`config.mk`:
```
export PLATFORM = sky130hd
export DESIGN_NAME = ras_circ
export DESIGN_NICKNAME = d
export VERILOG_FILES = /design/src/rtl/ras_circ.sv
export SDC_FILE = /design/constraint.sdc
export NUM_CORES = 1
export LEC_CHECK = 0
export CORE_AREA = 2 2 200 202
export DETAILED_ROUTE_END_ITERATION = 8
export DIE_AREA = 0 0 202 204
export DONT_BUFFER_PORTS = 1
export PLACE_DENSITY_LB_ADDON = 0.05
export SLEW_MARGIN = 40
export SYNTH_ARGS = -nofsm -noshare
export SYNTH_HDL_FRONTEND = slang
export SYNTH_SLANG_ARGS = --single-unit
```
`constraint.sdc`:
```
create_clock -name clk -period 4.7 [get_ports clk]
set_input_delay 0.94 -clock clk [delete_from_list [all_inputs] [get_ports clk]]
set_output_delay 0.94 -clock clk [all_outputs]
set_load 0.01 [all_outputs]
```
`src/rtl/ras_circ.sv`:
```
// Clocked return-address stack kept as a circular buffer: push on call, pop on
// return, replace-top on pop+push, with a pointer/count checkpoint for flush recovery.
module ras_circ #(
  parameter int XLEN = 32,
  parameter int DEPTH = 16,
  localparam int PTR_W = $clog2(DEPTH)
) (
  input  logic             clk,
  input  logic             reset,
  input  logic             push_i,
  input  logic             pop_i,
  input  logic [XLEN-1:0]  push_addr_i,
  output logic [XLEN-1:0]  top_addr_o,
  output logic             top_valid_o,
  output logic [PTR_W:0]   count_o,
  output logic [PTR_W-1:0] ckpt_ptr_o,
  output logic [PTR_W:0]   ckpt_cnt_o,
  input  logic             restore_i,
  input  logic [PTR_W-1:0] restore_ptr_i,
  input  logic [PTR_W:0]   restore_cnt_i,
  output logic             overflow_o,
  output logic             underflow_o
);

  localparam logic [PTR_W:0] FULL_CNT = (PTR_W+1)'(DEPTH);

  logic [XLEN-1:0]  mem [DEPTH];
  logic [PTR_W-1:0] wp_reg;
  logic [PTR_W:0]   cnt_reg;
  logic             overflow_reg;
  logic             underflow_reg;

  logic [PTR_W-1:0] top_idx;
  logic             empty;
  logic             full;
  logic             wr_en;
  logic [PTR_W-1:0] wr_idx;
  logic [PTR_W:0]   restore_cnt_clamped;

  // Pointer arithmetic wraps for free because DEPTH is a power of two.
  assign top_idx = wp_reg - 1'b1;
  assign empty   = (cnt_reg == '0);
  assign full    = (cnt_reg == FULL_CNT);
  assign restore_cnt_clamped = (restore_cnt_i > FULL_CNT) ? FULL_CNT : restore_cnt_i;

  always_comb begin
    wr_en  = 1'b0;
    wr_idx = wp_reg;
    if (!reset && !restore_i) begin
      if (push_i && pop_i && !empty) begin
        wr_en  = 1'b1;
        wr_idx = top_idx;
      end else if (push_i) begin
        wr_en  = 1'b1;
        wr_idx = wp_reg;
      end
    end
  end

  // Entry storage carries no reset; stale entries are unreachable via cnt.
  always_ff @(posedge clk) begin
    if (wr_en) begin
      mem[wr_idx] <= push_addr_i;
    end
  end

  always_ff @(posedge clk) begin
    if (reset) begin
      wp_reg        <= '0;
      cnt_reg       <= '0;
      overflow_reg  <= 1'b0;
      underflow_reg <= 1'b0;
    end else begin
      overflow_reg  <= 1'b0;
      underflow_reg <= 1'b0;
      if (restore_i) begin
        wp_reg  <= restore_ptr_i;
        cnt_reg <= restore_cnt_clamped;
      end else if (push_i && pop_i && !empty) begin
        // Return-then-call replaces the top in place.
        wp_reg  <= wp_reg;
      end else if (push_i) begin
        wp_reg <= wp_reg + 1'b1;
        if (full) begin
          overflow_reg <= 1'b1;
        end else begin
          cnt_reg <= cnt_reg + 1'b1;
        end
      end else if (pop_i) begin
        if (empty) begin
          underflow_reg <= 1'b1;
        end else begin
          wp_reg  <= top_idx;
          cnt_reg <= cnt_reg - 1'b1;
        end
      end
    end
  end

  assign top_addr_o  = empty ? '1 : mem[top_idx];
  assign top_valid_o = !empty;
  assign count_o     = cnt_reg;
  assign ckpt_ptr_o  = wp_reg;
  assign ckpt_cnt_o  = cnt_reg;
  assign overflow_o  = overflow_reg;
  assign underflow_o = underflow_reg;

endmodule

```
==> results of run 1 <==
-- worst max-delay path, stage by stage, from the launching register on --
cell     delay [ns]
dfxtp_1        0.56
inv_1          0.18
ha_4           0.49
buf_12         0.28
buf_12         0.36
mux4_2         0.26
nand2_1        0.05
a32oi_1        0.59
-- cell families after synthesis --
kind of cell | after synthesis
muxes | 162
xor gates and xnor gates | 6
buffers and inverters | 66
and+or+nand+nor | 135
AOI/OAI and AO/OA | 66
adders and majority gates | 6
DFF | 523
-- routing by layer --
| layer | global-route usage (%) | part of all wire (%) |
|---|---|---|
| met1 | 28.4 | 41 |
| met2 | 37.9 | 52 |
| met3 | 3.86 | 5.7 |
| met4 | 5.96 | 1.8 |
| met5 | 0 | 0 |
-- stage by stage --
| stage | total power [mW] | std cells | hold WS (ns) |
|---|---|---|---|
| after detailed placement | 6.73 | 1462 | 0.627 |
| after floorplan | 6.31 | 964 | 0.549 |
| final | 10.8 | 1559 | 0.426 |
| after global placement | 6.69 | 1460 | 0.620 |
| after global routing | 11.2 | 1559 | 0.398 |
| after CTS | 10.9 | 1558 | 0.392 |
-- layout make-up --
| cell class | instances | area [um^2] | area share, % |
|---|---|---|---|
| Clock inverter | 27 | 289 | 1.25 |
| Clock buffer | 69 | 1470 | 6.38 |
| Inverter | 8 | 30.0 | 0.130 |
| Timing Repair Buffer | 32 | 359 | 1.56 |
| Tap cell | 525 | 657 | 2.85 |
| Multi-Input combinational cell | 375 | 4650 | 20.2 |
| Sequential cell | 523 | 15600 | 67.6 |
-- power by group through the flow --
stage          logic, mW  registers (mW)  clock network, mW
2_1_floorplan       1.02            5.30                  0
3_3_place_gp        1.37            5.31                  0
3_5_place_dp        1.42            5.32                  0
4_1_cts             1.42            5.22               4.29
5_1_grt             1.51            5.22               4.47
6_report            1.40            5.22               4.21
-- path summary, 6_finish.rpt --
kind | startpoint | end | slack, ns | depth (start not counted)
max reg2reg | ckpt_cnt_o[2]$_SDFFE_PP0P_ | mem[10][14]$_DFFE_PP_ | 1.22 | 6
max | ckpt_ptr_o[1]$_SDFFE_PP0P_ | top_addr_o[28] | 0.34 | 7
min reg2reg | ckpt_cnt_o[3]$_SDFFE_PP0P_ | ckpt_cnt_o[3]$_SDFFE_PP0P_ | 0.63 | 2
min | reset | ckpt_ptr_o[3]$_SDFFE_PP0P_ | 0.43 | 1
-- state kept, by name, summed over array words and instances, names as in the netlist --
name and count:
ckpt_ptr_o 4, ckpt_cnt_o 5, mem 512, underflow_o 1
overflow_o 1
-- cells in the final DEF (no fill, tap or decap), types with 9 or more instances in the layout --
cell type and count:
a32oi_1 32, buf_4 22, clkbuf_1 12, clkbuf_16 57, clkinv_2 9, dfxtp_1 10, edfxtp_1 512, mux2i_1 34
mux4_2 128, nand2_1 74, nor2_4 17, nor3_1 11
==> results.txt, run 1 <==
The flow ran to the end, and the final reports show no timing, DRC or antenna violations. By area, the combinational part of the netlist is dominated by multiplexers. The compound-gate portion of the synthesized area works out to 2.64%. The initial utilization of the core area, before any placement, comes to 52.0%. The share of total power dissipated in the clock network is 38.8%. Cell type contributing the most total cell area after synthesis: edfxtp_1.

Summing every instance area after synthesis gives 20400 um^2. The run gives 24200 um as the estimated wirelength of the detail-placed design. For the remaining number of nets flagged by the antenna check after routing, the log shows 0. Yosys mapped a number of flops with a built-in enable equal to 512. After synthesis the netlist holds a flip-flop and latch count of 523.

Internal power comes to 8.27 mW. Area fraction in and, or, nand and nor cells after synthesis: 2.87%. The share of the Yosys chip area taken by registers is 76.6%. Detailed routing inserted a total of 9555 vias. The cell count after synthesis came out at 964. The post-synthesis async set-or-reset flop share is 0%, and the number of slew-limit violations in the final report is 0. In this run switching power makes up 23.6% of total power. The final count of hold timing violations is 0, and the die extent in x is 202 um.

The worst slew margin relative to its limit came out at 43.2%. For the worst setup path, the data required time is 3.76 ns. Based on the critical path, the design can be clocked at up to 0.229 GHz. IR analysis of the VDD net gives a maximum drop of 316 uV. The path class of the tightest hold or removal check is primary input to register. By instance count, the leading cell after synthesis is edfxtp_1.

The mean number of vias per cell is 6.13. The most used flip-flop cell after synthesis was edfxtp_1. For the net count after synthesis, the log shows 1016. The wire length after detailed routing came out at 43600 um.

Multiplexer cells account for 15.8% of the synthesized area. Setup total negative slack on the finished layout was measured at 0 ns. The region available for standard cell placement spans 39200 um^2. Total net switching power: 2.56 mW. For this run, the number of Yosys warnings is 0. After Yosys synthesis, XOR and XNOR cells account for 0.258% of the synthesized area. The port buffer count works out to 0. In the routed design, unresolved DRC markers number 0. In this run the core area contains 73 standard-cell rows.

The total inserted antenna cells is 0. STA classifies the critical path endpoint as an output port. The logs give 0 for the number of buffers inserted by post-CTS setup repair and 3.42 ns for the arrival time at the worst endpoint. Setup repair after global routing left no endpoint under its margin.

Sorting the synthesized cells by area gives the leading types as edfxtp_1 (76%), mux4_2 (14%), mux2i_1 (1.7%). The number of DRC markers in iteration 0 is 784. The post-route netlist has 25.8% of its cells at a drive strength greater than 1. Counting the fill cells in the layout gives 2780. The run gives 0.802 as the routability congestion estimate from global placement. In this run the worst path has a maximum fanout of 54. The logs give 10100 for the number of global-route vias before repair and 0 for the number of antenna violations at the first check in global routing. For the final database, setup skew stands at 0.0141 ns. The worst path meets setup with 0.341 ns of slack. Transition time at the pin with the least slew margin: 0.852 ns. In this run the biggest area consumer among cell types represents 75.5% of the synthesized area.

The run gives 7.14 nW as the leakage power. Registers are responsible for 48.2% of the overall power. The vertical die dimension works out to 204 um. For this design the top-level I/O count stands at 95. Combinational logic burns 13.0% of the power. The tools report the total die area as 41200 um^2.

TritonCTS built the clock tree. For this run the aggregate overflow at the end of global routing stands at 0. In this run the cell area measured after placement is 21300 um^2. Max-cap violations in this run came to 0. Counting along the longest clock path gives a buffer depth of 3. The synthesized area divided by synthesized cell count was 21.1 um^2; the pre-CTS setup slack was 0.833 ns. The run gives 55 as the maximum number of pins on one net before global-route repair.

The tools report the total clock sinks as 523. The kind of critical path was register to output port. By count the netlist is led by edfxtp_1 (512), mux4_2 (128), nand2_1 (74). The count of hold-fix buffers inserted at cts was 0; the final clock period utilization by the worst path was 92.8%. Post-CTS repair changed the size of 0 cells.

Measured on the finished design, the core utilization comes to 58.8%. Buffers inserted during clock tree synthesis total 54. The first global-routing pass estimated 64700 um of wire.

For the worst-skew pair, the clock arrives at the later sink with an insertion delay of 0.58 ns. The library cell used as clock root buffer is clkbuf_16. The clock slew at the register clock pins of the worst setup and hold paths was 0.06 ns. The layout overhead on the synthesized area was 13.3%; the clock period minus worst slack was 4.36 ns. The H-tree depth was 2; the total setup violations reported at the end of the flow was 0.

The global-route usage over all layers was 21.7%; the final non-filler cell area was 23100 um^2. Synthesis instantiated 45 different standard cells from the library. The mean routed wirelength per cell was 28.0 um.

Before antenna repair, the detailed router went through 5 iterations. Dividing total power by cell area gives a power density of 469 nW/um^2. The share of synthesized cell area in full adder, half adder and majority cells came out at 0.406%. The worst setup path is launched from a register. The final layout contains 1046 nets.
Note: power is estimated with default switching activity, not from simulation.
==> run 2: changes to the inputs <==
--- a/config.mk
+++ b/config.mk
@@ -10,6 +10,7 @@
 export DIE_AREA = 0 0 202 204
 export DONT_BUFFER_PORTS = 1
 export PLACE_DENSITY_LB_ADDON = 0.05
+export SETUP_SLACK_MARGIN = 0.5
 export SLEW_MARGIN = 40
 export SYNTH_ARGS = -nofsm -noshare
 export SYNTH_HDL_FRONTEND = slang
==> run 2 against run 1 <==
  * First-iteration DRC count is 4.2% higher
  * Core utilization hardly changed
  * Power is 0.89% lower
  * Sequential share of layout area hardly changed
  * Sequential cell count stayed put
  * Fmax is 6.7% higher
  * Critical path depth is 1 lower
  * Non-clock buffer count is 2 lower
  * Cell count hardly changed
==> results.txt, run 2 (same netlist as run 1, synthesis figures left out) <==
The mean routed wirelength per cell came out at 28.3 um. The layout overhead on the synthesized area came out at 13.2%. For this configuration, the core starts out at a cell density of 52.0%. Overall power consumption after layout is estimated at 10.7 mW. The critical path is of the register to output port type. The maximum number of pins on one net before global-route repair was 55. TritonCTS built the clock tree.

The routability congestion estimate from global placement was 0.802; the worst reg2reg path depth was 8. The logs give 42.9% for the worst slew margin relative to its limit and 15600 um^2 for the register cell area after layout. The run gives 25600 um as the estimated wirelength of the detail-placed design.

The tools report the endpoint kind of the worst setup timing path as an output port. For the pin with the worst max-slew slack, the measured transition is 0.854 ns. The most common cell after layout, fill and taps aside was edfxtp_1. The finished cells cover 23000 um^2. From bottom edge to top edge, the die measures 204 um. In this run, placement finished with an instance count of 1458. The tools report the source of the worst hold timing path as reset.

After floorplanning, the core was sized to cover 39200 um^2. The worst path needs 4.09 ns of the cycle, external delays included. The final critical path takes up 86.9% of the cycle.

The cell sitting at the root of the clock tree is a clkbuf_16. For the maximum clock insertion buffer count, the log shows 3. In the final layout, the multi-input gates occupy 4680 um^2.

Once layout is complete, the utilization of the core stands at 58.8%. After global routing the overflow that remains totals 0. Clock latency on the worst-skew pair, taken at its later pin, is 0.58 ns.

The H-tree depth was 2. The wire length after detailed routing is 44100 um. Setup repair after global routing left no endpoint under its margin. For the accumulated negative setup slack, the log shows 0 ns. Clock slew at the register clock pins of the worst setup and hold paths: 0.07 ns. The die extent in x is 202 um. The total via count after detailed routing came out at 9622. Of all nets on the critical path, the largest fanout is 54. The run finished with clean final reports. The endpoint identified for the worst register-to-register timing path is mem[12][3]$_DFFE_PP_.

Number of placement rows: 73. The share of layout cells above drive strength 1 works out to 25.4%. The path with the worst hold slack has its endpoint at ckpt_ptr_o[3]$_SDFFE_PP0P_. The non-filler instance count after layout was 1558; the standard cell area after detailed placement was 21300 um^2. The startpoint identified for the worst register-to-register timing path is ckpt_ptr_o[1]$_SDFFE_PP0P_.

At the worst endpoint, the required time is 3.76 ns. For this block, the initial DRC count from the detailed router was 817. The number of slew-limit violations in the final report is 0, and the number of fillers in the final layout is 2775. Once routing completed, OpenROAD measured the worst setup slack at 0.614 ns. Clock tree synthesis inserted a total of 52 buffers.

The number of remaining DRC errors came out at 0. 95 I/O pins were placed. The run gives 10200 as the number of global-route vias before repair. The run gives 0.408 ns as the worst-case hold slack.

STA classifies the critical path startpoint as a register. The depth of the worst hold-timing path is 1, and the leakage power is 7.12 nW. The mean number of vias per cell was 6.18; the power per unit of standard cell area was 466 nW/um^2. VDD sags by at most 291 uV. Type of the most critical hold path: primary input to register. Data arrives at the worst endpoint at 3.15 ns. Setup slack on the worst reg-to-reg path comes out at 1.09 ns. The clock skew came out at 0.0129 ns.

The port buffer count is 0, and the total iterations of the first detailed-routing run is 5. The logs give 0 for the max capacitance violation total and 1.05 ns for the pre-CTS setup slack. The total setup violations reported at the end of the flow is 0, and the flip-flop count of the largest register after layout is 512. The logs give 0 for the final count of hold timing violations and 0 for the number of antenna violations at the first check in global routing.

The first global-routing pass estimated 66300 um of wire. The tools report the total inserted antenna cells as 0. The tree built by TritonCTS fans out to 523 sinks. Buffers inserted to repair hold after CTS numbered 0. Once detail routing completed, the nets flagged for antenna violations numbered 0.

In the layout the commonest cells are edfxtp_1 (512), mux4_2 (128), nand2_1 (74). The die covers 41200 um^2. For this run, the top clock speed supported by timing is 0.245 GHz. In the final design database the tool counted 1042 nets. For this run, the total global-route usage over all layers was measured as 22.1%. The register with the most flip-flops in the final layout is mem.
-- run 2: cell types whose count changed in the layout (fill, tap and decap cells not counted), moves of 2 or more --
cell	delta
buf_12	+4
o21bai_1	+2
clkbuf_16	-4
inv_6	+3
clkinv_1	+7
clkinvlp_4	-3
buf_4	-8
o21bai_2	-2
-- run 2: layout make-up --
type / instances / area share [%]
Sequential cell: 523 / 67.7
Multi-Input combinational cell: 375 / 20.3
Clock buffer: 64 / 5.93
Tap cell: 525 / 2.85
Timing Repair Buffer: 30 / 1.75
Clock inverter: 33 / 1.34
Inverter: 8 / 0.130
-- run 2: metal layers --
| metal | wire length, um | GRT usage (%) | vias up |
|---|---|---|---|
| li1 | - | - | 4096 |
| met1 | 18400 | 29.9 | 5173 |
| met2 | 22400 | 37.5 | 299 |
| met3 | 2430 | 3.86 | 54 |
| met4 | 773 | 6.36 | 0 |
| met5 | 0 | 0 | - |
-- run 2: report_power, final --
group / switching [mW] / internal, mW
Combinational: 0.862 / 0.571
Sequential: 0.0375 / 5.18
Clock: 1.69 / 2.39
Total: 2.59 / 8.14
-- run 2: timing repair --
action	in CTS	in global routing
setup buffers	1	2
setup endpoints to repair	6	11
gates cloned	0	0
resized for setup	2	5
pin swaps	1	1
-- run 2: worst max path at each step --
stage,end,from
6_report,top_addr_o[27],ckpt_ptr_o[1]$_SDFFE_PP0P_
5_1_grt,top_addr_o[29],ckpt_ptr_o[1]$_SDFFE_PP0P_
4_1_cts,top_addr_o[18],ckpt_ptr_o[1]$_SDFFE_PP0P_
3_5_place_dp,top_addr_o[27],ckpt_ptr_o[1]$_SDFFE_PP0P_
3_3_place_gp,top_addr_o[2],ckpt_ptr_o[0]$_SDFFE_PP0P_
2_1_floorplan,mem[1][0]$_DFFE_PP_,ckpt_ptr_o[0]$_SDFFE_PP0P_
-- run 2: worst max-delay path: stages (launching register included) --
cell and delay (ns):
dfxtp_1 0.58, inv_1 0.18, ha_4 0.52, buf_12 0.35
mux4_2 0.37, mux2i_2 0.32, a32oi_1 0.19
